<file path="config.mk">
export PLATFORM = sky130hd
export DESIGN_NAME = cla_8bit
export DESIGN_NICKNAME = d
export VERILOG_FILES = /design/src/rtl/cla_pkg.sv /design/src/rtl/cla_4bit.sv /design/src/rtl/cla_8bit.sv
export SDC_FILE = /design/constraint.sdc
export NUM_CORES = 1
export LEC_CHECK = 0
export ABC_AREA = 1
export CORE_MARGIN = 2
export CORE_UTILIZATION = 30
export DETAILED_ROUTE_END_ITERATION = 10
export GPL_TIMING_DRIVEN = 0
export PLACE_DENSITY = 0.77
export SETUP_SLACK_MARGIN = 0.2
export SYNTH_ARGS = -nofsm -noshare
export SYNTH_HDL_FRONTEND = slang
export SYNTH_SLANG_ARGS = --single-unit
</file>
<file path="constraint.sdc">
create_clock -name clk -period 0.8 [get_ports clk]
set_clock_uncertainty 0.2 [all_clocks]
set_input_delay 0.2 -clock clk [delete_from_list [all_inputs] [get_ports clk]]
set_output_delay 0.2 -clock clk [all_outputs]
set_load 0.005 [all_outputs]
</file>
<file path="src/rtl/cla_pkg.sv">
// Shared definitions for the 8-bit carry-lookahead adder.
//   CLA_WIDTH    : operand width (8)
//   CLA_GROUP    : width of one lookahead group (4)
//   cla_result_t : full result, carry-out in the MSB
package cla_pkg;

  localparam int CLA_WIDTH = 8;
  localparam int CLA_GROUP = 4;

  typedef logic [CLA_WIDTH:0] cla_result_t;

endpackage : cla_pkg

</file>
<file path="src/rtl/cla_4bit.sv">
// 4-bit carry-lookahead group. All internal carries are fully expanded
// sum-of-products terms of the group inputs and ci, so no carry ripples
// from bit to bit inside the group.
//
// Ports:
//   a, b : group operand bits
//   ci   : carry into bit 0 of the group
//   s    : group sum bits
//   gg   : group generate  (group produces a carry on its own)
//   gp   : group propagate (group passes ci straight through)
//   co   : carry out of the group, gg | gp & ci
module cla_4bit
  import cla_pkg::*;
(
  input  logic [CLA_GROUP-1:0] a,
  input  logic [CLA_GROUP-1:0] b,
  input  logic                 ci,
  output logic [CLA_GROUP-1:0] s,
  output logic                 gg,
  output logic                 gp,
  output logic                 co
);

  logic [CLA_GROUP-1:0] g;
  logic [CLA_GROUP-1:0] p;
  logic [CLA_GROUP-1:0] c;

  assign g = a & b;
  assign p = a ^ b;

  assign c[0] = ci;
  assign c[1] = g[0]
              | (p[0] & ci);
  assign c[2] = g[1]
              | (p[1] & g[0])
              | (p[1] & p[0] & ci);
  assign c[3] = g[2]
              | (p[2] & g[1])
              | (p[2] & p[1] & g[0])
              | (p[2] & p[1] & p[0] & ci);

  assign gg = g[3]
            | (p[3] & g[2])
            | (p[3] & p[2] & g[1])
            | (p[3] & p[2] & p[1] & g[0]);
  assign gp = &p;
  assign co = gg | (gp & ci);

  assign s = p ^ c;

endmodule : cla_4bit

</file>
<file path="src/rtl/cla_8bit.sv">
// 8-bit carry-lookahead adder with a single registered output stage.
// Two 4-bit lookahead groups are combined by a group-carry unit; the
// result is captured on clk whenever in_valid is high.
//
// Ports:
//   clk       : rising-edge clock
//   rst_n     : asynchronous active-low reset, clears all outputs
//   in_valid  : a/b/cin valid this cycle; result captured at the edge
//   a, b      : unsigned 8-bit operands
//   cin       : carry-in
//   sum       : registered sum bits [7:0]
//   cout      : registered carry-out (bit 8)
//   out       : registered full result, {cout, sum}
//   out_valid : outputs hold a result captured from a valid input
//
// Handshake: in_valid qualifies a/b/cin for one edge only; there is no
// ready, every cycle may carry a new operand set, and out_valid is high
// exactly for the cycle after an accepted input. On an idle cycle the
// data outputs hold and out_valid drops.
module cla_8bit
  import cla_pkg::*;
(
  input  logic                 clk,
  input  logic                 rst_n,
  input  logic                 in_valid,
  input  logic [CLA_WIDTH-1:0] a,
  input  logic [CLA_WIDTH-1:0] b,
  input  logic                 cin,
  output logic [CLA_WIDTH-1:0] sum,
  output logic                 cout,
  output cla_result_t          out,
  output logic                 out_valid
);

  logic [CLA_GROUP-1:0] s_lo;
  logic [CLA_GROUP-1:0] s_hi;
  logic                 gg_lo, gp_lo, gg_hi, gp_hi;
  logic                 c4;
  logic                 cout_c;

  // Each group also produces its own ripple-style co; the top uses the
  // two-level lookahead terms instead, so those outputs go unused here.
  logic                 unused_co_lo;
  logic                 unused_co_hi;

  cla_4bit u_lo (
    .a  (a[CLA_GROUP-1:0]),
    .b  (b[CLA_GROUP-1:0]),
    .ci (cin),
    .s  (s_lo),
    .gg (gg_lo),
    .gp (gp_lo),
    .co (unused_co_lo)
  );

  // Group-carry unit: carry into the high group and final carry-out are
  // both formed directly from group generate/propagate and cin.
  assign c4     = gg_lo | (gp_lo & cin);
  assign cout_c = gg_hi
                | (gp_hi & gg_lo)
                | (gp_hi & gp_lo & cin);

  cla_4bit u_hi (
    .a  (a[CLA_WIDTH-1:CLA_GROUP]),
    .b  (b[CLA_WIDTH-1:CLA_GROUP]),
    .ci (c4),
    .s  (s_hi),
    .gg (gg_hi),
    .gp (gp_hi),
    .co (unused_co_hi)
  );

  // Output register.
  logic [CLA_WIDTH-1:0] sum_d,  sum_q;
  logic                 cout_d, cout_q;
  logic                 out_valid_d, out_valid_q;

  always_comb begin
    sum_d       = sum_q;
    cout_d      = cout_q;
    out_valid_d = 1'b0;
    if (in_valid) begin
      sum_d       = {s_hi, s_lo};
      cout_d      = cout_c;
      out_valid_d = 1'b1;
    end
  end

  always_ff @(posedge clk or negedge rst_n) begin
    if (!rst_n) begin
      sum_q       <= '0;
      cout_q      <= 1'b0;
      out_valid_q <= 1'b0;
    end else begin
      sum_q       <= sum_d;
      cout_q      <= cout_d;
      out_valid_q <= out_valid_d;
    end
  end

  assign sum       = sum_q;
  assign cout      = cout_q;
  // Built from the same registers, so out always equals {cout, sum}.
  assign out       = {cout_q, sum_q};
  assign out_valid = out_valid_q;

endmodule : cla_8bit

</file>
# == Word level (Yosys, flattened, before mapping) ==
# Index checks and enable logic that the tools add are counted.
# Widths: inputs -> output; s select.
# classes
n_addsub,0
multipliers,0
div,0
magnitude_cmp,0
eq_ne,0
n_shift,0
n_mux,1
n_bitwise,59
n_reduce_logical,2
# ops
operator,count
$and 1x1->1,32
$or 1x1->1,21
$xor 4x4->4,4
$and 4x4->4,2
$reduce_and 4->1,2
$mux 1,1
# totals
register_bits,10
latch_bits,0
ram_bits,0
rom_bits,0
in_bits,20
out_inout_bits,19
elab_cells,65
n_memories,0

# == Logic depth before layout (Yosys ltp) ==
# Gate-level depths: netlist of the first run.
# depth
depth_word,9
depth_mapped,10
mapped_depth_nobuf,10

# == Cells and area by module ==
# Synthesis of the first run repeated with hierarchy kept, for this count alone.
# hier_totals
cells_unflattened,129
hier_area_um2,888.4
# modules_own_cells
mod,instances,cells_each,area_per_inst_um2,seq_area_each_um2
cla_8bit,1,55,462.9,250.2
cla_4bit,2,37,212.7,0.0

# == Worst setup path before layout of the first run ==
# Ideal clock, no wire load.
# synth_path
path_type,input to register
startpoint,in a[3]
endpoint,"reg sum_q[5], in the netlist sum[5]"
setup_ps,127
t_arrival_ps,1346
required_ps,473
setup_slack_ps,-873
cell_stages,6
n_path_buf,0
cell_sequence,ha_1 > a21oi_1 > nand2_2 > fa_1 > xnor2_1 > o21ai_0
# synth_via
elab_chain_cells,9
elab_cells_between_ends,16
classes_between,15 x bitwise; 1 x reduce/logical
# synth_lines
element,line_no,rtl
"start, declared",cla_8bit.sv:26,"input logic [CLA_WIDTH-1:0] a,"
$xor 4x4->4,cla_4bit.sv:29,assign p = a ^ b;
"$and 1x1->1, on equally long branches","cla_4bit.sv:43, cla_4bit.sv:44, cla_4bit.sv:45",
$or 1x1->1 (tied with other cells),cla_4bit.sv:43,| (p[3] & g[2])
$or 1x1->1 or $and 1x1->1 (tied branches),"cla_4bit.sv:44, cla_4bit.sv:45",
$or 1x1->1,cla_4bit.sv:45,| (p[3] & p[2] & p[1] & g[0]);
$or 1x1->1 (*),--,
$and 1x1->1 (*),cla_4bit.sv:33,| (p[0] & ci);
$or 1x1->1 (*),cla_4bit.sv:33,
$xor 4x4->4 (*),cla_4bit.sv:49,assign s = p ^ c;
"end signal, assigned",cla_8bit.sv:95,sum_q <= sum_d;
"end, declared",cla_8bit.sv:74,"logic [CLA_WIDTH-1:0] sum_d, sum_q;"
# Every way passes the cells marked *; elsewhere a longest branch is shown, timed or not.
# A chain may end at the register's enable or synchronous reset.

# == Worst setup path in the final report of the first run ==
# layout_path
startpoint,in a[1]
endpoint,"reg sum_q[4], in the netlist sum[4]"
# layout_via
elab_chain_cells,6
elab_cells_between_ends,11
classes_between,10 x bitwise; 1 x reduce/logical
# layout_lines
element,line_no,rtl
$and 4x4->4 or $xor 4x4->4 (tied branches),"cla_4bit.sv:28, cla_4bit.sv:29",
"$and 1x1->1, on equally long branches","cla_4bit.sv:44, cla_4bit.sv:45",
$or 1x1->1 or $and 1x1->1 (tied branches),"cla_4bit.sv:44, cla_4bit.sv:45",
$or 1x1->1,cla_4bit.sv:45,
$or 1x1->1 (*),--,
$xor 4x4->4 (*),cla_4bit.sv:49,
named net s_hi[0],cla_8bit.sv:36,logic [CLA_GROUP-1:0] s_hi;
# Mark *: on every way through the listed nets, which the timed path passes. The rest lies on a longest branch.

==> results.txt, run 1 <==
The post-route worst hold slack was -231 ps; the share of synthesized area spent on multiplexers was 0%. Routability-driven placement finished with a final weighted congestion of 0.702. The worst setup path is of the input pin to flop kind. For the worst max-slew margin expressed relative to the limit, the log shows 71.6%.

Path class of the lowest-slack min-delay path: input pin to asynchronous set/reset pin. The worst path in the final design needs a cycle of 1400 ps, including I/O delays and setup. For the worst setup path, the data arrival time is 1370 ps. For the via count of the first global-routing pass, the log shows 780. After floorplanning, the core was sized to cover 2430 um^2. The busiest metal layer after global routing is met2. Cells fill 63.8% of the core in the end. After legalization and detailed placement, the total HPWL measured 1.48 mm. For the overall routing resource usage, the log shows 16.8%. For this run, the top clock speed supported by timing is 0.712 GHz. The library cell occupying the most area in the post-synthesis netlist was dfrtp_1. The run gives 122 as the number of nets in the synthesized netlist. The completed layout was analyzed and its total power is 2.22 mW.

Setup repair after global routing could not meet its margin everywhere. After clock tree synthesis, the clock-pin slew on the worst setup and hold paths is 60 ps. Share of the cycle needed by the critical path after routing: 175%. Global routing met2 resource utilization: 33.7%. The number of synthesized register bits is 10.

The repair_antennas step left the layout with diodes totalling 0. A synthesized cell averages 8.26 um^2. The share of post-route cells with drive strength above 1 works out to 62.8%. For the pin with the worst max-slew slack, the measured transition is 425 ps. The tools report the number of H-tree levels as 1. The run gives 28 as the count of endpoints failing setup in the final report. In this run the core area contains 18 standard-cell rows. After detailed routing, the average wire length per cell comes to 11.3 um.

The final critical-path setup slack is -604 ps. The combinational family with the most area after synthesis was simple AND/OR/NAND/NOR gates. The share of synthesized cell area in and, or, nand and nor gates came out at 22.9%. The run finished, with violations left.

The final count of pins violating max slew is 0. Sort of element at the end of the critical path: a flop. The run gives 0.787 nW as the leakage power. By area the synthesized netlist is led by dfrtp_1 33%, ha_1 13%, nand2_1 11%. The count of yosys warnings during synthesis was 0; the largest vdd supply drop was 0.000962 V. After routing, the total negative slack on setup checks comes to -12730 ps. Using the TritonRoute via totals, the vias-per-cell ratio works out to 4.20. Summed over all layers, the routed wires come to 2.10 mm.

STA classifies the critical path startpoint as an input pin. The pin count of the biggest net entering global routing came out at 11. The power density over the cells came out at 1430 nW/um^2. The number of maximum-capacitance constraint violations came out at 0. The number of CTS-inserted buffers came out at 3. Most common cell after layout, fill and taps aside: buf_6. In this run the cell area measured after placement is 1300 um^2. Synthesis produced 92 cells.

The floorplan step set the die height to 54.3 um. The count of nets left with antenna violations once routing finished came out at 0. The die covers 2950 um^2.

Summing over every cut layer, the via total after detailed routing is 781. The first detailed-routing pass ran for 3 iterations. The tools report the total number of nets in the final design as 188.

In the layout the commonest cells are 30 x buf_6, 19 x buf_4, 18 x nand2_1. The I/O pin count is 39. The synthesized netlist devotes 2.31% of its cell area to XOR and XNOR gates. The port buffer count works out to 38. For the number of antenna violations at the first check in global routing, the log shows 0. Number of DRC markers in iteration 0: 6. The first global-routing pass estimated 3.45 mm of wire.

Counting every sink on the clock net gives 10. The final reports fail on negative hold slack, negative setup slack. The tools report the count of distinct cell types in the synthesized netlist as 19. Clock tree synthesis selected as its root buffer the cell clkbuf_4. The arithmetic-cell share of the synthesized area counting full adders, half adders and majority gates is 18.5%.

Clock tree buffer depth: 2. For this run, global-route usage on met3 was measured as 3.28%. The later-pin clock latency in the skew report was 270 ps.

Total congestion overflow after global routing: 0. In this run the cell area of the synthesized design comes to 759 um^2. The met1 usage in global routing is 16.6%, and the post-route standard cell area excluding fillers is 1550 um^2. Compared with the post-synthesis result, the final layout area differs by 104%. In this run the worst path has a maximum fanout of 2. The run gives 10 as the number of failing hold endpoints at the final stage. In this run the biggest area consumer among cell types represents 32.9% of the synthesized area. For the worst setup path, the data required time is 760 ps. The synthesized netlist devotes 8.90% of its cell area to compound gates. Of the synthesized area, sequential elements account for 32.9%. The horizontal die dimension is 54.3 um, and the starting density of the core is 31.2%. TritonCTS built the clock tree. After detailed routing, the number of remaining DRC violations is 0.
where the power goes:
part	leakage, nW	total (mW)	internal (mW)	switching, mW
Clock	0.0138	0.340	0.174	0.166
Sequential	0.120	0.647	0.585	0.0618
Combinational	0.654	1.24	0.799	0.438
Total	0.787	2.22	1.56	0.666
flip-flops by register name, indices dropped and copies added (netlist names):
register and cells:
sum 8, cout 1, out_valid 1
repair_timing:
item                       in CTS  in global routing
setup buffers                  18                  5
resized for setup             162                 11
pin swaps                      24                  4
hold endpoints to repair       10                 10
setup endpoints to repair      39                 28
worst paths after layout:
path                               start        end  slack [ps]  cells past startpoint
max in group asynchronous          rst_n     sum[6]         340                      1
worst min-delay path               rst_n     sum[2]        -230                      1
worst max register to register    sum[2]     sum[2]        -280                      4
min in group clk                in_valid  out_valid          80                      1
worst min register to register    sum[4]     sum[4]         320                      2
worst max-delay path                a[1]     sum[4]        -600                      9
worst max-delay path, cell delays in order:
cell     delay, ps
buf_6           90
ha_4           270
inv_2           30
nand2_2         60
nand3_2         90
nand2_2         80
fa_2           420
nand2_1         70
nand2_1         50
final cells by class:
type	instances	area (um^2)
sequential	10	250
buffer	10	109
timing repair buffer	61	549
fill	200	881
multi-input combinational	62	538
clock buffer	3	22.5
tap	30	37.5
inverter	10	45.0
cells in the mapped netlist (all sizes together):
cell / count
o21ai: 4
nor2: 7
nand2: 27
dfrtp: 10
inv: 10
xor2: 1
a21o: 1
nand3: 5
ha: 8
xnor2: 1
a21oi: 5
and2: 1
buf: 10
fa: 2
per-stage QoR:
stage          cells  worst slack, ps
2_1_floorplan     92             -771
3_5_place_dp     160            -1430
4_1_cts          181             -642
5_1_grt          186             -664
3_3_place_gp     160            -1360
6_report         186             -604
cells by family after synthesis:
family                   Yosys count
adder cells (fa/ha/maj)           10
AND/OR/NAND/NOR                   40
buffers and inverters             20
AO/OA/AOI/OAI                     10
XOR/XNOR                           2
flip-flops                        10
layer usage:
layer,vias up,wire (um)
li1,410,-
met3,3,157
met5,-,0
met2,32,1140
met4,0,33
met1,336,775
Note: power is estimated with default switching activity, not from simulation.
==> run 2, diff against run 1 <==
- PLACE_DENSITY: 0.77 -> 0.74
- clock period: 0.8 -> 1.3 ns (I/O delays scaled with it)
==> results.txt, run 2 (synthesized netlist as in run 1, its figures left out) <==
The logs give 0 (unchanged) for the number of maximum-capacitance constraint violations and 0 (unchanged) for the post-detailed-route count of antenna-violating nets. The flip-flop count of the largest register after layout is 8 (unchanged), and the clock period minus final worst setup slack is 1590 ps. Worst max-slew margin expressed relative to the limit: 71.9% (+0.25 points). Final count of pins violating max slew: 0 (unchanged).

The die area was 2950 um^2 (unchanged). The slowest stage of the critical path is the fa_2 cell. STA classifies the critical path startpoint as an input pin. The tools report the total vias in the final route as 823 (+5.4%). TritonCTS built the clock tree. The critical-path maximum fanout is 2 (unchanged), and the number of antenna violations at the first check in global routing is 0 (unchanged). The tools report the clock tree buffer depth as 2 (unchanged). The run gives 0 (unchanged) as the number of diodes. The endpoint identified for the worst register-to-register timing path is sum[2].

The most common cell after layout, fill and taps aside is buf_6. The layout-stage area growth over the synthesis result came out at 99.7%. The run gives 0 (unchanged) as the total congestion overflow after global routing.

The post-route worst hold slack came out at 175 ps (+407 ps). Clock transition at the registers of the reported paths: 60 ps (about the same). The overall die height came out at 54.3 um (unchanged).

The area of the core was 2430 um^2 (unchanged). The path depth of the worst reg2reg path is 4 (unchanged). The worst path uses 122% of the clock period. The final weighted congestion in routability-driven placement was 0.736 (+4.8%); the first-pass GRT wire length was 3.62 mm (+5.0%). The starting density of the core is 31.2% (unchanged). The tools report the total wire length after detailed routing as 2.17 mm (+3.3%).

The run gives 4 (-2) as the number of DRC markers in iteration 0. The power density over the cells came out at 885 nW/um^2 (-38%). The tools report the placement-stage cell area as 1260 um^2 (-2.6%). The run gives 3 (unchanged) as the number of CTS-inserted buffers. The number of placement rows is 18 (unchanged). The I/O pin count was 39 (unchanged); the DRC violation count after routing was 0 (unchanged). Later-pin clock latency in the skew report: 250 ps (-20 ps). The post-DP HPWL is 1.45 mm (-2.4%).

The horizontal die dimension is 54.3 um (unchanged). The share of post-route cells with drive strength above 1 came out at 66.2% (+3.4 points). Total number of nets in the final design: 186 (-1.1%). The measured slew at the worst slew-check pin is 420 ps (-5.08 ps). The stage delay of the slowest cell on the critical path works out to 430 ps (about the same).

The logs give 24 (-14%) for the count of endpoints failing setup in the final report and 1530 ps (+160 ps) for the worst path arrival time. The port buffer count works out to 38 (unchanged). The run gives -290 ps (+313 ps) as the final critical-path setup slack.

The ratio of routed vias to standard cells is 4.47 (+6.5%), and the leakage power is 0.777 nW (-1.3%). Post-route standard cell area excluding fillers: 1520 um^2 (-2.3%). In the layout the commonest cells are 23 x buf_6, 21 x buf_4, 17 x buf_2. The sum of negative setup slack was -2380 ps (+10350 ps); the overall routing resource usage was 17.3% (+0.52 points). The number of detailed-routing iterations run before antenna repair is 4 (+1), and the worst slack at placement is -1060 ps (+374 ps).

The launch instance of the worst register-to-register path was sum[2]. STA classifies the critical path endpoint as a flop. Path class of the lowest-slack min-delay path: input pin to asynchronous set/reset pin.

The buffer cell driving the clock tree root is clkbuf_4. The run gives 1240 ps (+480 ps) as the required time at the worst-slack endpoint. The tools report the number of clock sinks seen by CTS as 10 (unchanged). Largest vdd supply drop: 0.000613 V (-36%). Kind of critical path: input pin to flop. The via count of the first global-routing pass is 851 (+9.1%), and the number of hold buffers added after cts is 0. Static timing analysis puts the maximum clock frequency at 0.629 GHz. The final-layout fill cell count came out at 210 (+5.0%). Number of failing hold endpoints at the final stage: 0 (-10). The critical path goes through buf_8 -> ha_4 -> nand2_2 -> nand2_2 -> nand3_4 -> nand2_4 -> fa_2 -> nand2_1 -> nand2_1.

Routed wirelength normalized by instance count: 11.8 um (+4.4%). Setup repair after global routing could not meet its margin everywhere. The flow ran to the end, but the final reports show violations. For the pin count of the biggest net entering global routing, the log shows 11 (unchanged).

The number of H-tree levels is 1 (unchanged), and the slack of the worst reg-to-reg path is 200 ps (+480 ps). The final reports fail on negative setup slack.
-- run 2: worst max-delay path, delay by kind of cell --
| kind | cells | cell delay, ps |
|---|---|---|
| fa+ha+maj | 2 | 680 |
| buf+inv | 1 | 110 |
| simple gates | 6 | 410 |
-- run 2: repair_timing --
action	in CTS	in global routing
buffers inserted	16	5
resized for setup	179	9
pin swaps	25	8
setup endpoints to repair	28	28
-- run 2: how the worst max path moves through the flow --
stage,to,slack [ps],startpoint,cells after the start
finish,sum[4],-290,a[0],9
global route,sum[5],-330,b[0],9
CTS,sum[4],-290,a[3],9
detailed placement,sum[5],-1060,a[0],9
global placement,sum[4],-990,b[0],9
floorplan,sum[4],-400,b[0],8
-- run 2: cell type report --
type                            count  area (um^2)  share of cell area, %
Multi-Input combinational cell     62          567                   37.4
Timing Repair Buffer               59          483                   31.8
Sequential cell                    10          250                   16.5
Buffer                             10          109                   7.18
Inverter                           10         47.5                   3.14
Tap cell                           30         37.5                   2.48
Clock buffer                        3         22.5                   1.49
-- run 2: routing by layer --
metal | vias to the layer above | global-route usage (%) | wire length [um]
li1 | 407 | - | -
met3 | 6 | 3.01 | 114
met2 | 28 | 32.3 | 1200
met5 | - | 0 | 0
met4 | 0 | 10.4 | 67
met1 | 382 | 17.8 | 792
-- run 2: stage by stage --
step                      power, mW  std cells  utilization, %
after floorplan               0.660         92               -
after global placement        0.948        160            52.0
after detailed placement      0.972        160            52.0
final                          1.34        184            62.3
after CTS                      1.28        179            59.5
after global routing           1.44        184            62.3
-- run 2: power breakdown --
group          leakage [nW]  switching [mW]  internal, mW
clock network        0.0138          0.0846         0.106
registers             0.120          0.0456         0.360
logic                 0.644           0.279         0.466
==> run 3, diff against run 2 <==
- TNS_END_PERCENT: default -> 100
==> results of run 3 <==
The final DEF is identical to that of run 2; final timing and power are the same.
